### src/rtl/calc_display_mux.sv
// -----------------------------------------------------------------------------
// calc_display_mux
// Receives the calculator core's digit stream, one BCD digit per clock, into a
// shadow buffer. When the core finishes printing a frame (busy -> ready), the
// whole shadow buffer is copied to the display buffer in one cycle, so a half
// printed number is never shown. The display buffer drives 8 common-anode
// seven-segment digits by time multiplexing.
//
// Ports:
//   clock     in   1  system clock, rising edge
//   reset     in   1  asynchronous, active-high
//   status    in   2  core status: 00 error, 01 busy/printing, 10 ready, 11 ignored
//   data      in   4  digit value for position pos
//   pos       in   4  digit position, 0 = least significant, valid 0..7
//   an        out  8  anode enables, active-low, bit i = digit i
//   seg       out  7  segments {g,f,e,d,c,b,a}, active-low
//   scan_idx  out  3  index of the digit currently being scanned
//   err_latch out  1  sticky error indicator, cleared only by reset
// -----------------------------------------------------------------------------
module calc_display_mux #(
    parameter int REFRESH_DIV   = 50000,
    parameter bit BLANK_LEADING = 1'b1
) (
    input  logic       clock,
    input  logic       reset,
    input  logic [1:0] status,
    input  logic [3:0] data,
    input  logic [3:0] pos,
    output logic [7:0] an,
    output logic [6:0] seg,
    output logic [2:0] scan_idx,
    output logic       err_latch
);

    localparam int DIV_W = $clog2(REFRESH_DIV);
    localparam logic [DIV_W-1:0] DIV_LAST = DIV_W'(REFRESH_DIV - 1);

    localparam logic [1:0] ST_ERROR = 2'b00;
    localparam logic [1:0] ST_BUSY  = 2'b01;
    localparam logic [1:0] ST_READY = 2'b10;

    localparam logic [6:0] SEG_BLANK = 7'b1111111;
    localparam logic [6:0] SEG_E     = 7'b0000110;
    localparam logic [6:0] SEG_R     = 7'b0101111;

    logic [7:0][3:0]  shadow_r;
    logic [7:0][3:0]  display_r;
    logic [DIV_W-1:0] div_r;
    logic [1:0]       prev_status_r;
    logic [7:0]       visible_s;
    logic [3:0]       cur_digit_s;
    logic [6:0]       next_seg_s;

    // BCD to active-low gfedcba; F is a minus sign, A..E render blank
    function automatic logic [6:0] decode_digit(input logic [3:0] value);
        logic [6:0] pattern;
        case (value)
            4'd0:    pattern = 7'b1000000;
            4'd1:    pattern = 7'b1111001;
            4'd2:    pattern = 7'b0100100;
            4'd3:    pattern = 7'b0110000;
            4'd4:    pattern = 7'b0011001;
            4'd5:    pattern = 7'b0010010;
            4'd6:    pattern = 7'b0000010;
            4'd7:    pattern = 7'b1111000;
            4'd8:    pattern = 7'b0000000;
            4'd9:    pattern = 7'b0010000;
            4'hF:    pattern = 7'b0111111;
            default: pattern = SEG_BLANK;
        endcase
        return pattern;
    endfunction

    // Shadow capture while the core prints, whole-frame commit on busy -> ready
    always_ff @(posedge clock or posedge reset) begin
        if (reset) begin
            shadow_r      <= '0;
            display_r     <= '0;
            prev_status_r <= ST_ERROR;
        end else begin
            prev_status_r <= status;
            if (status == ST_BUSY && pos[3] == 1'b0) begin
                shadow_r[pos[2:0]] <= data;
            end
            if (prev_status_r == ST_BUSY && status == ST_READY) begin
                display_r <= shadow_r;
            end
        end
    end

    // Sticky error flag
    always_ff @(posedge clock or posedge reset) begin
        if (reset) begin
            err_latch <= 1'b0;
        end else if (status == ST_ERROR) begin
            err_latch <= 1'b1;
        end
    end

    // Refresh divider and digit scan pointer
    always_ff @(posedge clock or posedge reset) begin
        if (reset) begin
            div_r    <= '0;
            scan_idx <= 3'd0;
        end else if (div_r == DIV_LAST) begin
            div_r    <= '0;
            scan_idx <= scan_idx + 3'd1;
        end else begin
            div_r <= div_r + DIV_W'(1);
        end
    end

    // Leading-zero mask: a digit is visible once any digit at or above it is nonzero
    always_comb begin
        logic seen;
        seen      = 1'b0;
        visible_s = 8'h00;
        for (int i = 7; i >= 0; i--) begin
            if (display_r[i] != 4'd0) begin
                seen = 1'b1;
            end else begin
                seen = seen;
            end
            visible_s[i] = seen || (i == 0) || !BLANK_LEADING;
        end
    end

    // Segment pattern for the digit under the scan pointer
    always_comb begin
        cur_digit_s = display_r[scan_idx];
        next_seg_s  = SEG_BLANK;
        if (err_latch) begin
            case (scan_idx)
                3'd2:       next_seg_s = SEG_E;
                3'd1, 3'd0: next_seg_s = SEG_R;
                default:    next_seg_s = SEG_BLANK;
            endcase
        end else if (visible_s[scan_idx]) begin
            next_seg_s = decode_digit(cur_digit_s);
        end else begin
            next_seg_s = SEG_BLANK;
        end
    end

    // Registered pin drivers, one clock behind the scan pointer
    always_ff @(posedge clock or posedge reset) begin
        if (reset) begin
            an  <= 8'hFF;
            seg <= 7'h7F;
        end else begin
            an  <= ~(8'b00000001 << scan_idx);
            seg <= next_seg_s;
        end
    end

endmodule

### config.mk
export PLATFORM = sky130hd
export DESIGN_NAME = calc_display_mux
export DESIGN_NICKNAME = d
export VERILOG_FILES = /design/src/rtl/calc_display_mux.sv
export SDC_FILE = /design/constraint.sdc
export NUM_CORES = 1
export LEC_CHECK = 0
export ABC_AREA = 0
export CAP_MARGIN = 40
export CORE_MARGIN = 2
export CORE_UTILIZATION = 58
export CTS_CLUSTER_SIZE = 8
export DETAILED_ROUTE_END_ITERATION = 8
export GPL_TIMING_DRIVEN = 0
export PLACE_DENSITY = 0.8
export SLEW_MARGIN = 40
export SYNTH_ARGS = -nofsm -noshare
export SYNTH_HDL_FRONTEND = slang
export SYNTH_SLANG_ARGS = --single-unit
### constraint.sdc
create_clock -name clock -period 4.8 [get_ports clock]
set_clock_uncertainty 0.2 [all_clocks]
set_input_delay 0.96 -clock clock [delete_from_list [all_inputs] [get_ports clock]]
set_output_delay 0.96 -clock clock [all_outputs]
set_load 0.02 [all_outputs]
==> summary.md <==
| Metric | Value |
|---|---|
| Outcome | finished clean |
| Vias per inst | 5.65 |
| CTS tree | yes |
| Core ar. | between 7000 and 8000 um2 |
| Endpoints failing hold | 0 |
| Worst slew pin tran | 0.680 ns |
| Max incr delay on CP | 0.65 ns |
| Tmin final | 2.88 ns |
| Critical path buffers and inverters | 2 |
| Initial drt markers | 150 |
| Worst path cell trace | clkdlybuf4s50_1 > nor4bb_1 > and3_1 > clkbuf_1 > mux2_1 |
| Yosys top cell area share | 0.476 |
| DR vias | 2,710 |
| # IOs | 31 |
| Worst Path Max Fanout | 5 |
| Post-synth top area cell | dfrtp_1 |
| CP endpoint kind | flip-flop |
| CP startpoint kind | input pin |
| Peak VDD IR | 0.233 mV |
| Antenna viol nets, final | 0 |
| Power share of the sequential group | 0.570 |
| Commonest non-fill, non-tap cells in the layout | dfrtp_1, mux2_2, clkdlybuf4s50_1 |
| Period utilisation layout | 0.599 |
| Final TNS setup | 0 ns |
| Clk_lat worst skew | 0.37 ns |
| WL met3 | 368 um |
| Cts bufs inserted | 9 |
| Synth area leaders | dfrtp_1, mux2_2, dfstp_2 |
| Number of diodes | 0 |
| Post-layout nets | 398 |
| Max-slew violations | 0 |
| Sw Ratio | 0.278 |
| Chip width | 92.3 um |
| Post-Syn Nets | approximately 360 |
| Worst EP required | between 4 and 5 ns |
| Max cap viols | 0 |
| Rows | 32 |
| Synth cell types | 41 |
| Height of the chip | between 90 and 100 um |
| Initial antenna violation count | 0 |
| First-pass GRT wire length | 13,700 um |
| DRT met1 WL | about 3600 um |
| Hold_buf cts | 0 |
| Number of global-route vias before repair | 2,747 |
| Area growth from synthesis to layout | 14.4% |
| DRC | 0 |
| Synth Cell Area | roughly 4500 um2 |
| Worst-case clock buffer depth | 2 |
| Post-CTS Resized | 0 |
| Internal | 1350 uW |
| CP max-delay cell | nor4bb_1 |
| Comb pwr share | 0.158 |
| Setup WS post-layout | a little under 2 ns |
| Starting Density | 0.591 |
| Pre-CTS setup slack | 1.49 ns |
| Largest net degree at the start of global routing | 69 |
| Slew headroom | 0.540 |
| Min-delay worst type | reg -> reg |
| Routed wl met2 | 3930 um |
| EDFF count, synth | 0 |
| Wirelength per Cell | 16.7 um |
| Worst Setup Path Type | in -> reg |
| Clock share of power | 0.272 |
| CTS sink count | 101 |
| H-tree levels | 3 |
| Final setup viols | 0 |
| Sequential element share of the synthesized area | 0.563 |
| Layout cell share with drive strength beyond 1 | 0.238 |
| Max Freq | 348 MHz |
| PortBufs | 30 |
| Final Wtd Congestion | 0.811 |
| Setup Buffers After CTS | 0 |
| DP Wirelength | 5770 um |
| Ys Warns | 0 |
| Ys async rst share | 1.00 |
| Root buf cell | clkbuf_8 |
| Total global-route track usage | 0.212 |
| DRT Pass-1 Iters | 4 |
| Synth Flop Type | dfrtp_1 |
| Worst path arrival time | 2.94 ns |
| Uppermost routed layer | met4 |
| Synthesized area per cell | 13.7 um2 |
| RSZ-0062 raised after global routing | false |
| Flops & latches, synth | 101 |
| Grt total ovfl | 0 |
| DRT Wirelength | about 8000 um |
| Cell family with most CP delay | simple AND/OR/NAND/NOR gates |
| Syn Inst Count | between 300 and 400 |
| Net Switching | approximately 520 uW |
| Pwr/cell area | about 360 nW/um2 |
| Hold slack | 0.293 ns |
| Lkg Pwr | 0.00233 uW |
| Most common cell after layout, fill and taps aside | dfrtp_1 |
| CTS clk-pin slew, worst paths | around 0.09 ns |
| Die area | 8520 um2 |
## per-layer routing
layer / vias to the layer above / track usage
met2: 52 / 0.343
met1: 1378 / 0.278
met4: 0 / 0.0734
li1: 1270 / -
met5: - / 0
met3: 10 / 0.0602
## worst register-to-register path, delay by kind of cell (launching register included)
family	cells	cell delay (ns)
multiplexers	3	1.18
buffers and inverters	3	0.47
flip-flops	1	0.45
AO/OA/AOI/OAI	2	0.29
adder cells (fa/ha/maj)	1	0.22
## synth_stat cells (5+ instances only)
library cell and number:
mux2_1 25, xnor2_1 5, dfstp_2 15, inv_1 9, xor2_1 10, and3_1 5
ha_1 13, mux2_2 41, nand2_1 21, nor2_1 17, nand3_1 9, o21ai_0 6
a21oi_1 5, dfrtp_1 86, nor4_1 8
## logic make-up after synthesis
family,Yosys count,share of synthesized area
fa+ha+maj,13,0.0360
xor+xnor,15,0.0291
mux,81,0.229
compound gates,24,0.0374
simple gates,74,0.0808
buf+inv,23,0.0243
flops,101,0.563
## area by class of cell
class	instances	area, um2
Timing Repair Buffer	31	328
Multi-Input combinational cell	207	1870
Buffer	11	65.1
Sequential cell	101	2550
Tap cell	102	128
Clock buffer	11	141
Inverter	12	52.6
Clock inverter	5	41.3
Fill cell	546	2470
## power groups by stage
| stage | Combinational, uW | Sequential [uW] | Clock (uW) |
|---|---|---|---|
| final | 295 | 1060 | 507 |
| after global routing | 324 | 1080 | 559 |
| after CTS | 299 | 1060 | 518 |
| after detailed placement | 298 | 1080 | 0 |
| after global placement | 284 | 1070 | 0 |
| after floorplan | 240 | 1040 | 0 |
## registers in the layout, indices dropped and copies added (netlist names)
register / cells
scan_idx: 3
err_latch: 1
display_r: 32
an: 8
prev_status_r: 2
seg: 7
shadow_r: 32
div_r: 16
## stage by stage
stage	std cells	utilization	total power (uW)	area, um2
floorplan	331	-	1280	4520
global placement	463	0.647	1350	4950
detailed placement	464	0.652	1370	4980
CTS	480	0.676	1880	5170
global route	480	0.677	1960	5170
finish	480	0.677	1870	5170
## final timing paths
path                            cells after the start    startpoint  slack (ns)            to
worst max-delay path                                5     status[1]        1.92  shadow_r[29]
worst min-delay path                                1  shadow_r[28]        0.29  shadow_r[28]
worst max register to register                      9   scan_idx[1]        1.93        seg[6]
worst min register to register                      1  shadow_r[28]        0.29  shadow_r[28]
max in group asynchronous                           3         reset        3.04        seg[2]
min in group asynchronous                           2         reset        0.74      div_r[7]
No activity file was read; power rests on OpenSTA's default activity.
==> variant, RTL diff (config.mk and constraints unchanged) <==
Set the parameter `REFRESH_DIV` to 100000 (it was 50000).
--- a/src/rtl/calc_display_mux.sv
+++ b/src/rtl/calc_display_mux.sv
@@ -18,7 +18,7 @@
 //   err_latch out  1  sticky error indicator, cleared only by reset
 // -----------------------------------------------------------------------------
 module calc_display_mux #(
-    parameter int REFRESH_DIV   = 50000,
+    parameter int REFRESH_DIV   = 100000,
     parameter bit BLANK_LEADING = 1'b1
 ) (
     input  logic       clock,
Function: no difference found for any inputs over 10 cycles, from zero or initial values and one cycle with reset high; that may be too few to reach the edited logic, so the function may still have changed.
==> variant against the original RTL <==
Global-route usage about the same. Cell area up 0.31%. Core utilization up 0.21 points. Total power up 0.69%. Area after synthesis up 0.25%. Sequential cell count up 1. Synthesized cell count unchanged. Wire length up 2.8%. Count of clock-buffer cells in the layout unchanged. Maximum frequency down 5.1%. Worst setup slack worse by 0.15 ns. Worst hold slack better by 0.0086 ns. Largest cell class unchanged. Largest power group unchanged.
==> variant: results (changes against the original RTL) <==
* Min-delay src: shadow_r[25]
* Worst R2R Start: scan_idx[1]
* Ys flop type: dfrtp_1
* Largest stage delay, worst path at 0.79 ns (+0.14 ns)
* Synth area leaders: dfrtp_1, mux2_2, dfstp_2, ha_1, mux4_2
* DP Cell Count at 464 (unchanged)
* Slowest-stage cell, CP: nor4b_1
* Drt pass-1 iters at 4 (unchanged)
* Post-CTS setup buffers at 0 (unchanged)
* Iteration-0 DRC Markers at 135 (-10%)
* Largest net degree at the start of global routing at 63 (-8.7%)
* Hold slack final at 0.3014 ns (+0.008590 ns)
* Post-synthesis mux area share at 0.2244 (-0.004986)
* Async SR Flop Fraction at 1.000 (unchanged)
* Adder-cell share of the synthesized area at 0.03588 (-0.00008936)
* CTS resizes at 0 (unchanged)
* Syn. warnings at 0 (unchanged)
* R2r setup slk at 1.83 ns (-0.10 ns)
* Worst r2r path cells at 8 (-1)
* Worst Hold Depth at 1 (unchanged)
* Share of layout cells above drive strength 1 at 0.2910 (+0.05291)
* First-pass GRT wire length at 14030 um (+2.8%)
* Clk_lat worst skew at roughly 0.36 ns
* CTS H-Tree Depth at 3 (unchanged)
* Outcome: completed
* Total GRT Usage at 0.2119 (about the same)
* Synth top cells by count: dfrtp_1, mux2_2, nand2_1, dfstp_2
* Synth Area in Compound Gates at 0.02843 (-0.008925)
* CTS Buf Count at 9 (unchanged)
* Input/output buffers at 30 (unchanged)
* Clock buffer depth at 2 (unchanged)
* P_leak at 2.305 nW (-1.3%)
* Final net count at 398 (unchanged)
* Diodes inserted at 0 (unchanged)
* Clk root buf: clkbuf_8
* Crit Reg-Reg Endpoint: seg[4]
* CP top delay family: simple AND/OR/NAND/NOR gates
* Syn_nets at 356 (unchanged)
* Worst Path Max Fanout at 5 (unchanged)
* Distinct cells, synth at 48 (+17%)
* DRT Wirelength at 8241 um (+2.8%)
* Maximum VDD drop at 0.0002865 V (+23%)
* Hold/Removal Path Class: reg -> reg
* NetSw at 515.9 uW (-0.67%)
* Cells after Synth at 331 (unchanged)
* Hold worst-path end: display_r[25]
* Worst-Margin Slew at 0.8447 ns (+0.1643 ns)
* Worst-path clk slew at approximately 0.10 ns
* Setup Total Neg Slack at 0 ns (unchanged)
* Post-DP HPWL at 5961 um (+3.4%)
* Final GP Congestion at 0.8324 (+2.7%)
* Largest registers: display_r (32), shadow_r (32), div_r (17)
* Post-synthesis sequential area ratio at 0.5672 (+0.004122)
* Arrival @ worst endpoint at 3.08 ns (+0.14 ns)
* Non-Filler Instances at 480 (unchanged)
* Xor/xnor cell area share of the yosys netlist at 0.03091 (+0.001860)
* Via count at 2752 (+1.5%)
variant: per-layer routing:
| metal | GRT usage | part of all wire | routed length [um] | vias up |
|---|---|---|---|---|
| met5 | 0 | 0 | 0 | - |
| met4 | 0.06716 | 0.010 | 82 | 0 |
| met3 | 0.03499 | 0.035 | 287 | 10 |
| met2 | 0.3504 | 0.50 | 4098 | 54 |
| met1 | 0.2905 | 0.46 | 3773 | 1423 |
| li1 | - | - | - | 1265 |
variant: stage by stage:
| stage | cell area, sq um | setup WS, ns |
|---|---|---|
| finish | 5190 | 1.770 |
| global route | 5190 | 1.659 |
| CTS | 5184 | 1.816 |
| detailed placement | 4996 | 1.480 |
| global placement | 4961 | -0.3409 |
| floorplan | 4533 | 0.9893 |
variant: power by group through the flow:
| stage | registers (mW) | logic, mW | clock network (mW) |
|---|---|---|---|
| after detailed placement | 1.08 | 0.299 | 0 |
| after floorplan | 1.05 | 0.236 | 0 |
| after global routing | 1.08 | 0.330 | 0.554 |
| after global placement | 1.08 | 0.283 | 0 |
| after CTS | 1.07 | 0.302 | 0.520 |
| final | 1.07 | 0.300 | 0.510 |
variant: area by class of cell:
cell class / count / area, sq um
Sequential cell: 102 / 2571
Fill cell: 545 / 2457
Multi-Input combinational cell: 210 / 1887
Timing Repair Buffer: 31 / 327.8
Clock buffer: 11 / 141.4
Tap cell: 102 / 127.6
Clock inverter: 5 / 46.29
Inverter: 10 / 45.04
Buffer: 9 / 43.79
variant: logic make-up (layout without fill, tap and decap cells):
group	after synthesis	count (layout)
compound gates	19	19
xor+xnor	16	16
fa+ha+maj	13	13
buf+inv	19	66
flops	102	102
mux	80	80
simple gates	82	82
variant: worst max-delay path by stage:
stage	from	to
2_1_floorplan	reset	display_r[0]
3_3_place_gp	reset	shadow_r[4]
3_5_place_dp	status[1]	shadow_r[27]
4_1_cts	scan_idx[1]	seg[4]
5_1_grt	scan_idx[1]	seg[4]
6_report	status[1]	shadow_r[25]
